--- config.mk ---
export PLATFORM = sky130hd
export DESIGN_NAME = codec_init_sequencer
export DESIGN_NICKNAME = d
export VERILOG_FILES = /design/src/rtl/codec_cfg_pkg.sv /design/src/rtl/codec_reg_rom.sv /design/src/rtl/codec_init_sequencer.sv
export SDC_FILE = /design/constraint.sdc
export NUM_CORES = 1
export LEC_CHECK = 0
export CAP_MARGIN = 20
export CORE_UTILIZATION = 55
export CTS_BUF_LIST = sky130_fd_sc_hd__clkbuf_8
export DETAILED_ROUTE_END_ITERATION = 8
export DONT_BUFFER_PORTS = 1
export PLACE_DENSITY = 0.7
export SLEW_MARGIN = 20
export SYNTH_ARGS = -nofsm -noshare
export SYNTH_HDL_FRONTEND = slang
export SYNTH_SLANG_ARGS = --single-unit
export TNS_END_PERCENT = 30
--- constraint.sdc ---
create_clock -name clk -period 7.6 [get_ports clk]
set_clock_uncertainty 0.1 [all_clocks]
set_input_delay 1.52 -clock clk [delete_from_list [all_inputs] [get_ports clk]]
set_output_delay 1.52 -clock clk [all_outputs]
set_load 0.03 [all_outputs]
--- src/rtl/codec_cfg_pkg.sv ---
// Shared configuration for the codec init sequencer: state codes, WM8731
// register addresses and the helper that packs an address/data pair.
package codec_cfg_pkg;

  typedef enum logic [3:0] {
    ST_WAIT_PWR  = 4'd1,
    ST_ISSUE     = 4'd2,
    ST_WAIT_RESP = 4'd3,
    ST_GAP       = 4'd4,
    ST_DONE      = 4'd5,
    ST_ERROR     = 4'd6
  } state_t;

  localparam int IDX_W = 4;
  localparam int CMD_W = 16;

  localparam logic [6:0] REG_LINVOL = 7'h00;
  localparam logic [6:0] REG_RINVOL = 7'h01;
  localparam logic [6:0] REG_LHPVOL = 7'h02;
  localparam logic [6:0] REG_RHPVOL = 7'h03;
  localparam logic [6:0] REG_APATH  = 7'h04;
  localparam logic [6:0] REG_DPATH  = 7'h05;
  localparam logic [6:0] REG_PWR    = 7'h06;
  localparam logic [6:0] REG_IFACE  = 7'h07;
  localparam logic [6:0] REG_SRATE  = 7'h08;
  localparam logic [6:0] REG_ACTIVE = 7'h09;
  localparam logic [6:0] REG_RESET  = 7'h0F;

  // WM8731 frames each write as a 7-bit address followed by 9 data bits.
  function automatic logic [CMD_W-1:0] pack_cmd(input logic [6:0] addr7,
                                                 input logic [8:0] data9);
    return {addr7, data9};
  endfunction

endpackage

--- src/rtl/codec_reg_rom.sv ---
// Fixed codec bring-up table; index selects one packed 16-bit register write.
module codec_reg_rom
  import codec_cfg_pkg::*;
(
  input  logic [IDX_W-1:0] index,
  output logic [CMD_W-1:0] word
);

  always_comb begin
    word = 16'h0000;
    case (index)
      4'd0:    word = pack_cmd(REG_RESET,  9'h000);
      4'd1:    word = pack_cmd(REG_PWR,    9'h010);  // everything up except outputs
      4'd2:    word = pack_cmd(REG_LINVOL, 9'h017);
      4'd3:    word = pack_cmd(REG_RINVOL, 9'h017);
      4'd4:    word = pack_cmd(REG_APATH,  9'h012);
      4'd5:    word = pack_cmd(REG_DPATH,  9'h000);
      4'd6:    word = pack_cmd(REG_IFACE,  9'h002);
      4'd7:    word = pack_cmd(REG_SRATE,  9'h000);
      4'd8:    word = pack_cmd(REG_PWR,    9'h000);
      4'd9:    word = pack_cmd(REG_ACTIVE, 9'h001);
      default: word = 16'h0000;
    endcase
  end

endmodule

--- src/rtl/codec_init_sequencer.sv ---
// Walks the codec register table after reset, issuing one I2C write per entry
// with bounded NACK retries, and reports progress for the top-level display.
module codec_init_sequencer
  import codec_cfg_pkg::*;
#(
  parameter int         NUM_REGS      = 10,
  parameter logic [6:0] DEV_ADDR      = 7'h1A,
  parameter int         MAX_RETRIES   = 3,
  parameter int         STARTUP_DELAY = 1000,
  parameter int         GAP_CYCLES    = 16
) (
  input  logic             clk,
  input  logic             reset,
  input  logic             start,
  output logic             cmd_valid,
  input  logic             cmd_ready,
  output logic [6:0]       cmd_dev_addr,
  output logic [7:0]       cmd_byte0,
  output logic [7:0]       cmd_byte1,
  input  logic             resp_valid,
  input  logic             resp_ack_err,
  output logic             init_done,
  output logic             init_error,
  output logic [IDX_W-1:0] cur_index,
  output logic [3:0]       state_info
);

  localparam int RETRY_W = $clog2(MAX_RETRIES + 2);

  // A zero delay collapses to a terminal count of 0, i.e. leave after one cycle.
  localparam logic [31:0] PWR_LAST = (STARTUP_DELAY > 0) ? 32'(STARTUP_DELAY - 1) : 32'd0;
  localparam logic [31:0] GAP_LAST = (GAP_CYCLES > 0) ? 32'(GAP_CYCLES - 1) : 32'd0;
  localparam logic [IDX_W-1:0]   LAST_IDX  = IDX_W'(NUM_REGS - 1);
  localparam logic [RETRY_W-1:0] RETRY_MAX = RETRY_W'(MAX_RETRIES);

  state_t             state_reg,     state_next;
  logic [31:0]        counter_reg,   counter_next;
  logic [IDX_W-1:0]   index_reg,     index_next;
  logic [RETRY_W-1:0] retry_reg,     retry_next;
  logic               cmd_valid_reg, cmd_valid_next;
  logic [CMD_W-1:0]   cmd_word_reg;
  logic [IDX_W-1:0]   rom_index;
  logic [CMD_W-1:0]   rom_word;

  // Look up the entry that will be current after this edge so the command
  // bytes are already valid when cmd_valid rises.
  assign rom_index = reset ? '0 : index_next;

  codec_reg_rom u_rom (
    .index (rom_index),
    .word  (rom_word)
  );

  always_ff @(posedge clk) begin
    if (reset) begin
      state_reg     <= ST_WAIT_PWR;
      counter_reg   <= '0;
      index_reg     <= '0;
      retry_reg     <= '0;
      cmd_valid_reg <= 1'b0;
      cmd_word_reg  <= rom_word;
    end else begin
      state_reg     <= state_next;
      counter_reg   <= counter_next;
      index_reg     <= index_next;
      retry_reg     <= retry_next;
      cmd_valid_reg <= cmd_valid_next;
      if (!cmd_valid_reg)
        cmd_word_reg <= rom_word;
    end
  end

  always_comb begin
    state_next     = state_reg;
    counter_next   = counter_reg;
    index_next     = index_reg;
    retry_next     = retry_reg;
    cmd_valid_next = cmd_valid_reg;
    case (state_reg)
      ST_WAIT_PWR: begin
        if (counter_reg == PWR_LAST) begin
          state_next   = ST_ISSUE;
          counter_next = '0;
        end else begin
          counter_next = counter_reg + 32'd1;
        end
      end
      ST_ISSUE: begin
        if (!cmd_valid_reg) begin
          cmd_valid_next = 1'b1;
        end else if (cmd_ready) begin
          cmd_valid_next = 1'b0;
          state_next     = ST_WAIT_RESP;
        end
      end
      ST_WAIT_RESP: begin
        if (resp_valid) begin
          if (!resp_ack_err) begin
            if (index_reg == LAST_IDX) begin
              state_next = ST_DONE;
            end else begin
              index_next   = index_reg + IDX_W'(1);
              retry_next   = '0;
              counter_next = '0;
              state_next   = ST_GAP;
            end
          end else if (retry_reg < RETRY_MAX) begin
            retry_next   = retry_reg + RETRY_W'(1);
            counter_next = '0;
            state_next   = ST_GAP;
          end else begin
            state_next = ST_ERROR;
          end
        end
      end
      ST_GAP: begin
        if (counter_reg == GAP_LAST) begin
          state_next   = ST_ISSUE;
          counter_next = '0;
        end else begin
          counter_next = counter_reg + 32'd1;
        end
      end
      ST_DONE, ST_ERROR: begin
        if (start) begin
          state_next   = ST_WAIT_PWR;
          counter_next = '0;
          index_next   = '0;
          retry_next   = '0;
        end
      end
      default: begin
        state_next     = ST_WAIT_PWR;
        counter_next   = '0;
        index_next     = '0;
        retry_next     = '0;
        cmd_valid_next = 1'b0;
      end
    endcase
  end

  always_comb begin
    init_done  = (state_reg == ST_DONE);
    init_error = (state_reg == ST_ERROR);
    state_info = state_reg;
  end

  assign cmd_valid    = cmd_valid_reg;
  assign cmd_dev_addr = DEV_ADDR;
  assign cmd_byte0    = cmd_word_reg[15:8];
  assign cmd_byte1    = cmd_word_reg[7:0];
  assign cur_index    = index_reg;

endmodule

==> qor.yml <==
placed_design:
  portBuffers: 0
  place.gp.congestion: 0.825
  hpwl_um: 3730
clock_tree:
  cts_made_buffers: 5
  htree_levels: 2
  clkLatencyLatePin_ns: 0.30
  ctsHoldBuffers: 0
  cts.repair.resized: 0
  cts_sinks: 51
  tritoncts: "done"
  cts_buffer_depth: 2
  path_clk_slew_ns: 0.09
  cts_setup_buffers: 0
  ctsRootBufferMaster: "clkbuf_8"
global_route:
  grt_util_met2_pct: 36.2
  antenna_found_initial: 0
  grt_pass1_vias: 2005
  overflow: 0
  use_met1_pct: 26.0
  use_met3_pct: 3.39
  grt_usage_pct: 20.9
  grt_max_degree: 33
  grt_first_pass_wirelength_um: 8850
  busiest_layer: "met2"
layout:
  largest_reg_flops: 32
  diodes: 0
  final_nets: 350
  final_core_util_pct: 59.8
  final_layout_size_suffix_gt1_share_pct: 4.78
  area_growth_pct: 1.85
critical_path:
  start_kind: "flip-flop"
  end_kind: "output pin"
  crit_path_cell_trace: "inv_1 -> nor3b_1"
  arrival_ns: 2.15
  cp_max_fo: 14
  reg2reg_slack_ns: 4.67
  cpPeakStageDelay_ns: 0.86
  crit_required_ns: 5.98
  cp_slowest_cell: "nor3b_1"
  path_class: "reg2out"
worst_hold_path:
  hp-class: "reg2reg"
floorplanning:
  fp.dieArea_um2: 5470
  num_io_pins: 40
  fp.coreArea_um2: 4850
  die_y_um: 73.9
  start_util_pct: 58.7
  row_count: 25
  die-width_um: 73.9
timing:
  slew_violations: 0
  finalCritPeriodShare_pct: 49.6
  hold_viol_final: 0
  setup_violations: 0
  rsz0062_at_grt: "false"
  max_freq_mhz: 265
  relSlewSlack_pct: 33.8
  tns_ns: 0
  min_period_ns: 3.77
  worstMarginPinSlew_ns: 0.991
job:
  cap_viol_max_count: 0
detailed_routing:
  drc_errors: 0
  routed_wl_um: 5260
  ant_nets: 0
  dr_total_vias: 2237
  drt_iter0_markers: 171
  dr.pass1.iters: 4
  wire_per_inst_um: 13.1
  avgViaCountPerCell: 5.56
pwr:
  fin_total_pwr_w: 0.000690
  seqPwrFrac_pct: 49.1
  pwr-share-clk_pct: 23.0
  switching_share_pct: 38.6
  p_leak_nw: 1.04
  vdd_ir_drop_max_mv: 0.144
  combPwrFrac_pct: 27.9
  power_density_nw_per_um2: 238
  p_int_w: 0.000424
  power.switching_w: 0.000266
synthesis:
  synth_cell_type_count: 45
  yosys_warnings: 0
  async_reset_ff_share_pct: 0
  synth_ff_type: "dfxtp_1"
  syn-cell-area_um2: 2850
  ys_seq_area_share_pct: 38.7
  syn_area_per_cell_um2: 8.37
  synth_edf_count: 8
  synth_cells: 340
  synth-seq-cells: 51
run_status:
  run_status: "completed"
## kinds of logic after synthesis
family	count (synthesis)	synth area share [%]
compound gates	45	10.1
xor+xnor	34	10.5
fa+ha+maj	10	4.40
buf+inv	41	8.13
flops	51	38.7
mux	1	0.352
other cells	2	0.264
simple gates	156	27.6
## stage by stage
stage	cells	setup slack [ns]	hold slack [ns]	area, um2
finish	402	3.83	0.383	2900
global route	402	3.65	0.421	2900
CTS	402	3.83	0.386	2900
detailed placement	394	4.15	0.374	2810
global placement	394	4.20	0.363	2810
floorplan	354	4.32	0.352	2900
## worst paths after layout
path                                     start                to  cells after the start
worst max-delay path             state_info[2]        init_error                      2
worst min-delay path            counter_reg[1]    counter_reg[1]                      2
worst max register to register   state_info[0]  cmd_word_reg[11]                      8
worst min register to register  counter_reg[1]    counter_reg[1]                      2
## cell type report
cell class / count / area [um2]
fill: 444 / 1950
multi-input combinational: 262 / 1570
sequential: 51 / 1100
tap: 67 / 83.8
clock buffer: 6 / 82.6
inverter: 13 / 48.8
clock inverter: 2 / 8.76
timing repair buffer: 1 / 7.51
## cell usage after synthesis (all sizes together) (4+ instances only)
master	number	area, um2
inv	13	48.8
ha	10	125
a21oi	17	85.1
edfxtp	8	240
nor3	14	70.1
nand4	15	93.8
nor4	9	56.3
clkbuf	6	22.5
xnor2	20	175
dfxtp	43	861
a21o	5	40.0
and3	6	38.8
xor2	14	123
buf	22	160
nand2	25	93.8
nand3	17	85.1
nor2	45	169
or3	4	25.0
nand2b	4	25.0
o21ai	12	60.1
## power groups by stage
stage	Sequential [W]	Clock (W)	Combinational (W)
6_report	0.000339	0.000159	0.000193
5_1_grt	0.000343	0.000174	0.000217
4_1_cts	0.000338	0.000164	0.000193
3_5_place_dp	0.000345	0	0.000192
3_3_place_gp	0.000344	0	0.000191
2_1_floorplan	0.000324	0	0.000193
## critical path, delay by kind of cell (launching register included)
kind,cells,cell delay [ns]
buffers and inverters,1,0.23
AND/OR/NAND/NOR,1,0.86
flip-flops,1,0.75
## cells in the final DEF, fill, tap and decap left out, drive strengths merged, types with 14 or more instances in the layout
cell type	n
inv	14
nor2	45
a21oi	17
xor2	14
nand4	15
nand2	25
conb	16
dfxtp	43
nand3	17
nor3	14
xnor2	20
## layer usage
layer / share of wire (%) / up-vias
met3: 4.8 / 5
met1: 47 / 1031
met2: 47 / 65
li1: - / 1136
met5: 0 / -
met4: 1.0 / 0
(Power assumes the default switching activity.)
